$ cat src/rtl/imem_boot_loader.sv
// Boot loader: assembles big-endian words from a byte stream into instruction memory, holding the core in reset until the image is written.
// Optional trailing checksum check compiled in with `define LOADER_CHECKSUM_EN.
module imem_boot_loader #(
  parameter int ADDR_W = 11,
  parameter int DEPTH  = 2048
) (
  input  logic              clk,
  input  logic              rst,
  input  logic [7:0]        in_data,
  input  logic              in_valid,
  output logic              in_ready,
  input  logic              reload,
  output logic              imem_we,
  output logic [ADDR_W-1:0] imem_addr,
  output logic [31:0]       imem_din,
  output logic              cpu_rst,
  output logic              load_done,
  output logic              load_err,
  output logic [ADDR_W:0]   words_loaded
);

  typedef enum logic [2:0] {
    S_HDR,
    S_LOAD,
`ifdef LOADER_CHECKSUM_EN
    S_CHK,
`endif
    S_FIN,
    S_DONE,
    S_ERR
  } state_t;

`ifdef LOADER_CHECKSUM_EN
  localparam state_t PAYLOAD_END = S_CHK;
`else
  localparam state_t PAYLOAD_END = S_FIN;
`endif

  state_t            state, state_nxt;
  logic [1:0]        byte_cnt;
  logic [23:0]       shift;
  logic [ADDR_W:0]   count;
  logic [ADDR_W-1:0] addr;
  logic              accept;
  logic [15:0]       n_next;
  logic [31:0]       word_nxt;
  logic              last_word;
`ifdef LOADER_CHECKSUM_EN
  logic [31:0]       acc;
`endif

  assign accept    = in_valid & in_ready;
  assign n_next    = {shift[7:0], in_data};
  assign word_nxt  = {shift, in_data};
  assign last_word = ((words_loaded + (ADDR_W+1)'(1)) == count);

  always_ff @(posedge clk or posedge rst) begin
    if (rst) state <= S_HDR;
    else     state <= state_nxt;
  end

  always_comb begin
    state_nxt = state;
    in_ready  = 1'b0;
    cpu_rst   = 1'b1;
    load_done = 1'b0;
    load_err  = 1'b0;
    unique case (state)
      S_HDR: begin
        in_ready = 1'b1;
        if (accept && byte_cnt[0]) begin
          if (int'(n_next) > DEPTH) state_nxt = S_ERR;
          else if (n_next == 16'd0) state_nxt = PAYLOAD_END;
          else                      state_nxt = S_LOAD;
        end
      end
      S_LOAD: begin
        in_ready = 1'b1;
        if (accept && byte_cnt == 2'd3 && last_word) state_nxt = PAYLOAD_END;
      end
`ifdef LOADER_CHECKSUM_EN
      S_CHK: begin
        in_ready = 1'b1;
        if (accept && byte_cnt == 2'd3) state_nxt = (word_nxt == acc) ? S_FIN : S_ERR;
      end
`endif
      S_FIN:  state_nxt = S_DONE;
      S_DONE: begin
        cpu_rst   = 1'b0;
        load_done = 1'b1;
      end
      S_ERR:  load_err = 1'b1;
      default: state_nxt = S_HDR;
    endcase
    // reload wins over any byte handshaken on the same edge
    if (reload) state_nxt = S_HDR;
  end

  always_ff @(posedge clk or posedge rst) begin
    if (rst) begin
      byte_cnt     <= '0;
      shift        <= '0;
      count        <= '0;
      addr         <= '0;
      imem_we      <= 1'b0;
      imem_addr    <= '0;
      imem_din     <= '0;
      words_loaded <= '0;
`ifdef LOADER_CHECKSUM_EN
      acc          <= '0;
`endif
    end else begin
      imem_we <= 1'b0;
      if (reload) begin
        byte_cnt     <= '0;
        shift        <= '0;
        count        <= '0;
        addr         <= '0;
        words_loaded <= '0;
`ifdef LOADER_CHECKSUM_EN
        acc          <= '0;
`endif
      end else if (accept) begin
        byte_cnt <= byte_cnt + 2'd1;
        shift    <= {shift[15:0], in_data};
        if (state == S_HDR && byte_cnt[0]) begin
          count    <= (ADDR_W+1)'(n_next);
          byte_cnt <= '0;
        end
        if (state == S_LOAD && byte_cnt == 2'd3) begin
          imem_we      <= 1'b1;
          imem_addr    <= addr;
          imem_din     <= word_nxt;
          addr         <= addr + ADDR_W'(1);
          words_loaded <= words_loaded + (ADDR_W+1)'(1);
`ifdef LOADER_CHECKSUM_EN
          acc          <= acc + word_nxt;
`endif
        end
      end
    end
  end

endmodule
$ cat config.mk
export PLATFORM = sky130hd
export DESIGN_NAME = imem_boot_loader
export DESIGN_NICKNAME = d
export VERILOG_FILES = /design/src/rtl/imem_boot_loader.sv
export SDC_FILE = /design/constraint.sdc
export NUM_CORES = 1
export LEC_CHECK = 0
export BUFFER_PORTS_ARGS = -buffer_cell sky130_fd_sc_hd__buf_2
export CORE_ASPECT_RATIO = 0.75
export CORE_MARGIN = 2
export CORE_UTILIZATION = 30
export DETAILED_ROUTE_END_ITERATION = 6
export GPL_ROUTABILITY_DRIVEN = 0
export MAX_ROUTING_LAYER = met4
export PLACE_DENSITY_LB_ADDON = 0.05
export SETUP_SLACK_MARGIN = 0.02
export SYNTH_ARGS = -nofsm -noshare
export SYNTH_HDL_FRONTEND = slang
export SYNTH_SLANG_ARGS = --single-unit
$ cat constraint.sdc
create_clock -name clk -period 3.05 [get_ports clk]
set_input_delay 0.305 -clock clk [delete_from_list [all_inputs] [get_ports clk]]
set_output_delay 0.305 -clock clk [all_outputs]
set_load 0.02 [all_outputs]
==> results.txt <==
Filler cells: 1572
Worst-path clk slew: 70 ps
Die height: 113.6 um
Post-Synth XOR/XNOR Area: 6.351%
Mean Syn Cell Area: 10.80 um^2
Cts hold-fix bufs: 0
Routed length per instance: 15.41 um
Synthesis-to-finish area growth: 19.63%
Die area: 0.01706 mm^2
Largest net degree at the start of global routing: 109
Synth async-reset ratio: 100.0%
Top_reg_cell synth: dfrtp_1
Hold WS: 113.5 ps
Post-layout nets: 527
Flop pwr share: 49.4%
Crit path kind: flop to flop
Sequential fraction of the synthesis area: 56.22%
P_leak: 2.764 nW
Syn Nets: 461
CP max FO: 7
Routed Antenna Nets: 0
Initial core utilization: 30.30%
Worst path slowest cell: dfrtp_1
Max Slew Vio Count: 0
Resized Gates After CTS: 0
Fmax: 464.5 MHz
CP required: 3340 ps
FF-to-FF Start: words_loaded[0]$_DFFE_PP0P_
Total wire length: 11190 um
Status: complete, but fails checks
Clock buffer depth: 2
Mapped Area: 0.004807 mm^2
HPWL after detailed placement: 7405 um
Final setup vio count: 0
Final Hold Vio Count: 0
TritonCTS buffer count: 9
Worst-Margin Slew: 970.1 ps
Combinational Power Share: 5.9%
Vias in the first global route: 3392
Post-layout minimum cycle time: 2153 ps
GR Util All Layers: 14.66%
P_sw: 0.7089 mW
MaxCap Viol Count: 0
FF+latch count, synth: 108
Wire length of the first global-routing pass: 18650 um
Family with the most delay on the worst path: simple AND/OR/NAND/NOR gates
Failing checks: DRC
Pwr dens: 528.0 mW/mm^2
Vias: 3411
Clock power share: 44.8%
Crit. Startpoint: words_loaded[0]$_DFFE_PP0P_
Cells after DPL: 710
RSZ-0062 raised after global routing: false
Routed vias/inst: 4.698
Post-synth EDFFs: 0
Row cnt: 40
Clock Skews: 8.388 ps
IO Count: 72
Complex-gate fraction of the synthesized area: 7.002%
Post-synthesis adder-cell area fraction: 1.041%
Worst min path class: input pin to asynchronous set/reset pin
CORE AREA: 0.01587 mm^2
Max VDD drop: 0.0002702 V
Clk root buf: clkbuf_16
Crit path DAT: 2450 ps
Layout cells sized above 1: 29.26%
Pint: 2.327 mW
Die X: 150.2 um
# clock sinks: 108
Crit-path cells: ha_1, nor2b_1, or3_2, a21oi_1, o211ai_1, nor4_2, o31a_1
Simple-gate share of the synthesized area: 16.74%
Clk Latency, worst-skew pair: 350 ps
DRC violations left: 2
Fin cells: 726
Final period util: 70.59%
H-tree depth: 3
Initial DRT Pass Iterations: 7
Grt ovf: 0
Crit path capture type: flop
Syn Inst Count: 445
Buf/Inv on CP: 0
N_diodes: 0
Crit start category: flop
Initial DRC Count: 169
Total power: 3.036 mW
Largest family of logic cells by synthesized area: simple AND/OR/NAND/NOR gates
Worst slew margin: 35.17%
Mux contribution to synthesized area: 10.07%
Switch share: 23.35%
Synth warnings: 0
# Post-CTS Setup Buffers: 0
Library cells used by synthesis: 44
Input/output buffers: 71
Setup tns final: 0 ps
Critical Path Max Stage Delay: 460 ps
Initial antenna violation count: 0
TritonCTS clock tree: done
## per-stage QoR
step | setup slack (ps) | cell area (um^2) | utilization [%]
final | 897.1 | 5751 | 36.25
after global routing | 738.0 | 5751 | 36.25
after CTS | 870.8 | 5751 | 36.25
after detailed placement | 888.0 | 5405 | 34.07
after global placement | 911.7 | 5405 | 34.07
after floorplan | 973.8 | 4811 | -
## final cells by class
cell class                 instances  area, um^2  share of cell area [%]
sequential                       108        2703                   47.00
multi-input combinational        307        1986                   34.53
timing repair buffer              79       427.9                   7.441
tap                              210       262.8                   4.569
clock buffer                       9       225.2                   3.916
clock inverter                     7       120.1                   2.089
inverter                           6       26.28                  0.4569
## worst min-delay path, delay by kind of cell
| family | cells | cell delay (ps) |
|---|---|---|
| buffers and inverters | 3 | 620 |
## synth_stat cells, types with 3 or more instances
cell type	count	area share, %
buf_2	8	0.83
inv_1	6	0.47
ha_1	4	1.0
mux2_2	43	10
nand4_1	9	1.2
o21ai_0	14	1.5
nor4_1	6	0.78
dfrtp_1	108	56
nand3_1	9	0.94
nand2b_1	12	1.6
nand2_1	76	5.9
nor2_1	29	2.3
nor3b_1	3	0.47
clkbuf_1	15	1.2
nor3_1	5	0.52
xor2_1	17	3.1
xnor2_1	16	2.9
a21oi_1	31	3.2
## power by group through the flow
| stage | registers (mW) | logic (mW) | clock network, mW |
|---|---|---|---|
| CTS | 1.50 | 0.185 | 1.41 |
| global route | 1.50 | 0.206 | 1.48 |
| floorplan | 1.52 | 0.124 | 0 |
| detailed placement | 1.53 | 0.185 | 0 |
| finish | 1.50 | 0.178 | 1.36 |
| global placement | 1.53 | 0.184 | 0 |
## final timing paths
kind,to,slack (ps),cells after the start
max,state[1]$_DFFE_PP0P_,900,7
min,words_loaded[5]$_DFFE_PP0P_,110,3
max reg2reg,state[1]$_DFFE_PP0P_,900,7
min reg2reg,count[1]$_DFFE_PP0P_,500,2
max in group asynchronous,imem_din[31]$_DFFE_PP0P_,2480,3
min in group clk,shift[0]$_DFFE_PP0P_,220,3
## logic make-up (layout without fill, tap and decap cells)
logic type / Yosys count / in the layout
buf+inv: 30 / 101
xor+xnor: 34 / 34
mux: 43 / 43
fa+ha+maj: 4 / 4
compound gates: 59 / 59
flops: 108 / 108
simple gates: 167 / 167
## layer usage
layer	up-vias	GRT usage, %	routed length (um)
li1	1652	-	-
met1	1689	20.62	5681
met2	63	21.25	4957
met3	7	4.160	457
met4	0	2.830	90
met5	-	-	0
## state kept, by name, summed over array words and instances (netlist names)
signal,flops
imem_din,32
shift,24
count,12
words_loaded,12
addr,11
imem_addr,11
state,3
byte_cnt,2
imem_we,1
## cell usage in the layout, fill, tap and decap left out, types with 2 or more instances in the layout
cell and n:
inv_1 5, buf_2 71, nor2b_1 2, nor3b_1 3, a31oi_1 2, and2_1 2, clkinvlp_4 2, mux2_2 43
ha_1 4, a21oi_1 31, buf_4 7, nand3_1 9, nor2_1 29, or3_2 2, and4_1 2, and4_2 2
xnor2_1 16, o211ai_1 2, xor2_1 17, nor4_1 6, nor3_1 5, bufinv_16 3, nand4_1 9, inv_6 2
nand2_1 76, clkbuf_16 9, nand2b_1 12, dfrtp_1 108, and3_1 2, o21ai_0 14
Power figures use the tool's default switching activity.
